## config.mk

```make
export PLATFORM = sky130hd
export DESIGN_NAME = sys_block_v2
export DESIGN_NICKNAME = d
export VERILOG_FILES = /design/src/rtl/sys_block_v2_pkg.sv /design/src/rtl/sys_block_v2_sync.sv /design/src/rtl/sys_block_v2.sv
export SDC_FILE = /design/constraint.sdc
export NUM_CORES = 2
export LEC_CHECK = 0
export ABC_AREA = 1
export CAP_MARGIN = 20
export CORE_MARGIN = 2
export CORE_UTILIZATION = 60
export CTS_BUF_LIST = sky130_fd_sc_hd__clkbuf_8
export DETAILED_ROUTE_END_ITERATION = 16
export MAX_ROUTING_LAYER = met4
export PLACE_DENSITY = 0.85
export SYNTH_ARGS = -nofsm -noshare
export SYNTH_HDL_FRONTEND = slang
export SYNTH_SLANG_ARGS = --single-unit
export TNS_END_PERCENT = 30
```

## constraint.sdc

```tcl
create_clock -name wb_clk_i -period 4.11 [get_ports wb_clk_i]
set_input_delay 0.411 -clock wb_clk_i [delete_from_list [all_inputs] [get_ports wb_clk_i]]
set_output_delay 0.411 -clock wb_clk_i [all_outputs]
set_load 0.005 [all_outputs]
```

## src/rtl/sys_block_v2_pkg.sv

```systemverilog
// Word map and address decode shared by the sys_block_v2 register slave.
// Pure declarations: no state, no latency, no flow control.
package sys_block_v2_pkg;

    localparam int IDX_UPTIME_LO = 4;
    localparam int IDX_UPTIME_HI = 5;
    localparam int IDX_CHG       = 6;
    localparam int BASE_SCRATCH  = 8;
    localparam int BASE_IN       = 32;
    localparam int BASE_OUT      = 64;

    typedef enum logic [2:0] {
        RO_CONST,
        UPTIME,
        CHG,
        SCRATCH,
        IN,
        OUT,
        UNMAPPED
    } region_e;

    // Word 7 is reserved and falls through to UNMAPPED with every other hole.
    function automatic region_e decode_region(
        input logic [6:0] idx,
        input int         n_scratch,
        input int         n_in,
        input int         n_out
    );
        int i;
        i = int'(idx);
        if (i < IDX_UPTIME_LO)                                   return RO_CONST;
        if (i == IDX_UPTIME_LO || i == IDX_UPTIME_HI)            return UPTIME;
        if (i == IDX_CHG)                                        return CHG;
        if (i >= BASE_SCRATCH && i < BASE_SCRATCH + n_scratch)   return SCRATCH;
        if (i >= BASE_IN && i < BASE_IN + n_in)                  return IN;
        if (i >= BASE_OUT && i < BASE_OUT + n_out)               return OUT;
        return UNMAPPED;
    endfunction

endpackage

```

## src/rtl/sys_block_v2_sync.sv

```systemverilog
// Two-flop synchroniser for one status word plus a history stage for change detection.
// q lags d by two clocks; chg pulses for one cycle per synchronised change; no backpressure.
module sys_block_v2_sync #(
    parameter int W = 32
) (
    input  logic         clk,
    input  logic         rst,
    input  logic [W-1:0] d,
    output logic [W-1:0] q,
    output logic         chg
);

    logic [W-1:0] r_q, r_d;
    logic [W-1:0] rr_q, rr_d;
    logic [W-1:0] prev_q, prev_d;

    always_comb begin
        r_d    = d;
        rr_d   = r_q;
        prev_d = rr_q;
    end

    always_ff @(posedge clk) begin
        if (rst) begin
            r_q    <= '0;
            rr_q   <= '0;
            prev_q <= '0;
        end else begin
            r_q    <= r_d;
            rr_q   <= rr_d;
            prev_q <= prev_d;
        end
    end

    assign q   = rr_q;
    assign chg = |(rr_q ^ prev_q);

endmodule

```

## src/rtl/sys_block_v2.sv

```systemverilog
// Wishbone register slave: IDs, uptime, change flags, scratchpad, status inputs, control outputs.
// One response (ack or err) the cycle after acceptance; a held strobe is served on alternate cycles.
module sys_block_v2
    import sys_block_v2_pkg::*;
#(
    parameter logic [31:0] BOARD_ID  = 32'h0,
    parameter logic [31:0] REV_MAJ   = 32'h0,
    parameter logic [31:0] REV_MIN   = 32'h0,
    parameter logic [31:0] REV_RCS   = 32'h0,
    parameter int          N_SCRATCH = 4,
    parameter int          N_IN      = 8,
    parameter int          N_OUT     = 8
) (
    input  logic                  wb_clk_i,
    input  logic                  wb_rst_i,
    input  logic                  wb_cyc_i,
    input  logic                  wb_stb_i,
    input  logic                  wb_we_i,
    input  logic [3:0]            wb_sel_i,
    input  logic [31:0]           wb_adr_i,
    input  logic [31:0]           wb_dat_i,
    output logic [31:0]           wb_dat_o,
    output logic                  wb_ack_o,
    output logic                  wb_err_o,
    input  logic [32*N_IN-1:0]    regin,
    output logic [32*N_OUT-1:0]   regout,
    output logic [N_OUT-1:0]      regout_strb
);

    logic              ack_q, ack_d;
    logic              err_q, err_d;
    logic [31:0]       dat_q, dat_d;
    logic [N_OUT-1:0]  strb_q, strb_d;
    logic [63:0]       uptime_q, uptime_d;
    logic [31:0]       shadow_q, shadow_d;
    logic [N_IN-1:0]   chg_q, chg_d;
    logic [31:0]       scratch_q [N_SCRATCH];
    logic [31:0]       scratch_d [N_SCRATCH];
    logic [31:0]       out_q [N_OUT];
    logic [31:0]       out_d [N_OUT];

    logic [6:0]        idx;
    logic [31:0]       bmask;
    logic              req;
    region_e           rgn;
    logic              adr_unused;
    logic [31:0]       in_word [N_IN];
    logic [N_IN-1:0]   in_chg;

    assign idx        = wb_adr_i[8:2];
    assign bmask      = {{8{wb_sel_i[3]}}, {8{wb_sel_i[2]}}, {8{wb_sel_i[1]}}, {8{wb_sel_i[0]}}};
    assign req        = wb_cyc_i & wb_stb_i & ~ack_q & ~err_q;
    assign rgn        = decode_region(idx, N_SCRATCH, N_IN, N_OUT);
    assign adr_unused = ^{wb_adr_i[31:9], wb_adr_i[1:0]};

    for (genvar k = 0; k < N_IN; k++) begin : g_in
        sys_block_v2_sync #(.W(32)) u_sync (
            .clk (wb_clk_i),
            .rst (wb_rst_i),
            .d   (regin[32*k +: 32]),
            .q   (in_word[k]),
            .chg (in_chg[k])
        );
    end

    always_comb begin
        ack_d     = 1'b0;
        err_d     = 1'b0;
        dat_d     = '0;
        strb_d    = '0;
        uptime_d  = uptime_q + 64'd1;
        shadow_d  = shadow_q;
        chg_d     = chg_q;
        scratch_d = scratch_q;
        out_d     = out_q;
        if (req) begin
            ack_d = 1'b1;
            if (wb_we_i) begin
                case (rgn)
                    CHG: chg_d = chg_q & ~(wb_dat_i[N_IN-1:0] & bmask[N_IN-1:0]);
                    SCRATCH: begin
                        for (int k = 0; k < N_SCRATCH; k++) begin
                            if (idx == 7'(BASE_SCRATCH + k))
                                scratch_d[k] = (scratch_q[k] & ~bmask) | (wb_dat_i & bmask);
                        end
                    end
                    OUT: begin
                        for (int k = 0; k < N_OUT; k++) begin
                            if (idx == 7'(BASE_OUT + k)) begin
                                out_d[k]  = (out_q[k] & ~bmask) | (wb_dat_i & bmask);
                                strb_d[k] = |wb_sel_i;
                            end
                        end
                    end
                    default: begin
                        ack_d = 1'b0;
                        err_d = 1'b1;
                    end
                endcase
            end else begin
                case (rgn)
                    RO_CONST: begin
                        case (idx[1:0])
                            2'd0:    dat_d = BOARD_ID;
                            2'd1:    dat_d = REV_MAJ;
                            2'd2:    dat_d = REV_MIN;
                            default: dat_d = REV_RCS;
                        endcase
                    end
                    UPTIME: begin
                        // Reading LO freezes HI so a LO-then-HI pair is coherent across a carry.
                        if (idx[0]) begin
                            dat_d = shadow_q;
                        end else begin
                            dat_d    = uptime_q[31:0];
                            shadow_d = uptime_q[63:32];
                        end
                    end
                    CHG: dat_d[N_IN-1:0] = chg_q;
                    SCRATCH: begin
                        for (int k = 0; k < N_SCRATCH; k++) begin
                            if (idx == 7'(BASE_SCRATCH + k)) dat_d = scratch_q[k];
                        end
                    end
                    IN: begin
                        for (int k = 0; k < N_IN; k++) begin
                            if (idx == 7'(BASE_IN + k)) dat_d = in_word[k];
                        end
                    end
                    OUT: begin
                        for (int k = 0; k < N_OUT; k++) begin
                            if (idx == 7'(BASE_OUT + k)) dat_d = out_q[k];
                        end
                    end
                    default: begin
                        ack_d = 1'b0;
                        err_d = 1'b1;
                    end
                endcase
            end
        end
        // Applied after the clear so a coincident new change keeps its flag.
        chg_d = chg_d | in_chg;
    end

    always_ff @(posedge wb_clk_i) begin
        if (wb_rst_i) begin
            ack_q     <= 1'b0;
            err_q     <= 1'b0;
            dat_q     <= '0;
            strb_q    <= '0;
            uptime_q  <= '0;
            shadow_q  <= '0;
            chg_q     <= '0;
            scratch_q <= '{default: '0};
            out_q     <= '{default: '0};
        end else begin
            ack_q     <= ack_d;
            err_q     <= err_d;
            dat_q     <= dat_d;
            strb_q    <= strb_d;
            uptime_q  <= uptime_d;
            shadow_q  <= shadow_d;
            chg_q     <= chg_d;
            scratch_q <= scratch_d;
            out_q     <= out_d;
        end
    end

    // A response already in flight is suppressed while reset is asserted.
    assign wb_ack_o    = ack_q & ~wb_rst_i;
    assign wb_err_o    = err_q & ~wb_rst_i;
    assign regout_strb = strb_q & {N_OUT{~wb_rst_i}};
    assign wb_dat_o    = dat_q;

    for (genvar k = 0; k < N_OUT; k++) begin : g_out
        assign regout[32*k +: 32] = out_q[k];
    end

endmodule

```

==> results.json <==
{
  "outcome": "finished clean",
  "clock-sinks": 1298,
  "p_switching_w": 0.00628,
  "setup_ws_ns": 1.12,
  "relSlewSlack_pct": 24.8,
  "fin_setup_tns_ns": 0,
  "clk_pin_slew_ns": 0.06,
  "synth-main-ff-cell": "dfxtp_1",
  "cts_buffer_depth": 3,
  "worst_pin_slew_ns": 1.12,
  "seq_area_frac_synth_pct": 52.1,
  "htreeDepth": 4,
  "grt_use_met2_pct": 64.4,
  "antenna_found_initial": 21,
  "ys_seq_elements": 1298,
  "worstSetupPathType": "in -> out",
  "period_needed_ns": 2.99,
  "place_area_um2": 56400,
  "wire_per_inst_um": 21.0,
  "hold_path.startpoint": "regin[209]",
  "dp_hpwl_um": 129000,
  "swShare_pct": 24.8,
  "finalHoldViolations": 0,
  "grt_max_degree": 225,
  "critPathCaptureType": "output port",
  "seqCellArea_um2": 26000,
  "p_leak_nw": 25.8,
  "async_reset_ff_share_pct": 0,
  "pin_count": 627,
  "ff2ff_setup_slack_ns": 1.37,
  "vias": 46128,
  "met1_usage_pct": 48.9,
  "dp_slack_ns": 0.809,
  "syn_to_final_growth_pct": 22.8,
  "cp_max_fo": 81,
  "fin_crit_sh_pct": 72.6,
  "netlist_area_um2": 49900,
  "grt_pass1_vias": 43926,
  "globalplace.congestion": 1.03,
  "num_rows": 105,
  "io_buffers": 601,
  "use_met3_pct": 9.45,
  "r2r_start": "err_q$_SDFF_PP0_",
  "final_area_um2": 61200,
  "clk_latency_ns": 0.91,
  "post_synth.cell_area_avg_um2": 7.53,
  "wirelength_um": 178000,
  "setup_violations": 0,
  "synth_cells": 6625,
  "gr-max-usage-layer": "met2",
  "post_cts_resized": 0,
  "peakVddDrop_uv": 339,
  "initial_utilization_pct": 60.7,
  "max_freq_mhz": 335,
  "cp-start-kind": "input pin",
  "cts_tree": "built",
  "die_area_um2": 85400,
  "grt_pass1_wl_um": 261000,
  "arrival_ns": 2.57,
  "cts_root_buffer": "clkbuf_8",
  "postRouteAntennaNets": 0,
  "dr.pass1.iters": 9,
  "core_um2": 82100,
  "drc": 0,
  "finClkSkew_ns": 0.0570,
  "viasPerCell": 5.45,
  "multi_input_area_um2": 18300,
  "grt-ovfl-total": 0,
  "maxCapViolCount": 0,
  "syn_nets": 6955,
  "seq_power_share_pct": 51.7,
  "whs_ns": 0.0371,
  "ys_types": 48,
  "yosys_warnings": 0,
  "p_clk_share_pct": 42.5,
  "die-height_um": 292,
  "drt_iter0_drc": 5430,
  "finish.net_count": 7569,
  "endpoint": "regout_strb[6]",
  "pwr_density_cell_nw_per_um2": 414,
  "rsz0062_at_grt": "no",
  "n_fill_cell": 6005,
  "internal_power_w": 0.0191,
  "grt_util_all_layers_pct": 41.9,
  "cp-startpoint": "wb_rst_i",
  "die_w_um": 292,
  "synth_edf_count": 0,
  "reg2reg_depth": 9,
  "drive_gt1_share_pct": 5.93,
  "hp-class": "in -> reg",
  "power_frac_comb_pct": 5.8,
  "power_w": 0.0253,
  "cts_buffers": 195,
  "required_ns": 3.70,
  "slew_violations": 0
}
## power groups by stage
stage               clock network, W  logic [W]  registers (W)
CTS                           0.0108    0.00143         0.0131
global placement                   0    0.00134         0.0134
detailed placement                 0    0.00136         0.0134
global route                  0.0113    0.00160         0.0131
finish                        0.0108    0.00148         0.0131
floorplan                          0   0.000763         0.0133
## timing repair
action | 4_1_cts | 5_1_grt
hold buffers | 74 | 0
setup buffers | 0 | 0
endpoints found under the hold margin | 109 | 0
## placed cells by master, fill, tap and decap left out, types with 36 or more instances in the layout
cell	instances
o22ai_1	42
xor2_1	153
o21ai_0	388
dlygate4sd3_1	74
inv_1	1175
clkdlybuf4s50_1	597
xnor2_1	73
a21oi_1	512
nand4_1	115
buf_4	49
nand2_1	825
nor4_1	36
nand3_1	259
dfxtp_1	1298
nor3_1	52
clkbuf_8	241
nor2_1	1256
## area by class of cell
type	instances	share of cell area, %
Antenna cell	20	0.0818
Clock buffer	241	5.42
Clock inverter	97	1.11
Inverter	1141	7.01
Multi-Input combinational cell	3873	29.9
Sequential cell	1298	42.5
Tap cell	1070	2.19
Timing Repair Buffer	730	11.8
## how the worst min path moves through the flow
stage / end / slack, ns / cells after the start
after floorplan: g_in[0].u_sync.q[0]$_SDFF_PP0_ / 0.39 / 2
after global placement: g_in[5].u_sync.q[12]$_SDFF_PP0_ / 0.39 / 2
after detailed placement: g_in[5].u_sync.q[14]$_SDFF_PP0_ / 0.39 / 2
after CTS: g_in[1].u_sync.r_q[27]$_SDFF_PP0_ / 0.0001 / 3
after global routing: g_in[1].u_sync.r_q[30]$_SDFF_PP0_ / 0.04 / 3
final: g_in[6].u_sync.r_q[17]$_SDFF_PP0_ / 0.04 / 3
## metrics by stage
step                instances  util, %
floorplan                6625        -
global placement         8038     68.7
detailed placement       8038     68.7
CTS                      8450     74.5
global route             8468     74.5
finish                   8470     74.5
## routing by layer
layer  share of wire [%]  vias up
met5                   0        -
met4                 7.4        0
met3                  10      627
met2                  45     2557
met1                  37    21242
li1                    -    21702
## critical path, stage by stage
cell and delay, ns:
dlygate4sd3_1 0.56, buf_8 0.26, nor2_1 0.63, clkdlybuf4s50_1 0.63
## synth_stat cells, types with 3 or more instances
library cell     n  area share [%]
buf_1            8           0.060
a31oi_1          6           0.075
or2_2           22            0.28
buf_4            9            0.14
nand4_1        115             1.4
nand3_2          3           0.060
nor2_4          21            0.47
and3_1           4           0.050
dfxtp_1       1298              52
nand2_1        825             6.2
nor2_1        1260             9.5
nor2_2          20            0.25
nor4_1          36            0.45
nand3_1        259             2.6
nor3b_1          6           0.090
buf_2           50            0.50
xnor2_1         73             1.3
o31ai_1          3           0.045
inv_1         1108             8.3
clkbuf_1       242             1.8
o211ai_1        10            0.15
a211oi_1        24            0.36
nor3_1          52            0.52
xor2_1         153             2.7
inv_2           23            0.17
o22ai_1         42            0.53
clkinv_1         9           0.068
nand2_2          6           0.075
o21ai_1         16            0.16
a21oi_1        512             5.1
o21ai_0        388             3.9
## cells by family (layout without fill, tap and decap cells)
kind of cell | count (synthesis) | after routing | share of synthesized area, %
and+or+nand+nor | 2638 | 2638 | 22.2
other | 0 | 20 | 0
buffers and inverters | 1454 | 2209 | 11.2
xor gates and xnor gates | 226 | 226 | 3.97
AOI/OAI and AO/OA | 1008 | 1008 | 10.5
adders and majority gates | 1 | 1 | 0.0251
DFF | 1298 | 1298 | 52.1
Note: power is estimated with default switching activity, not from simulation.
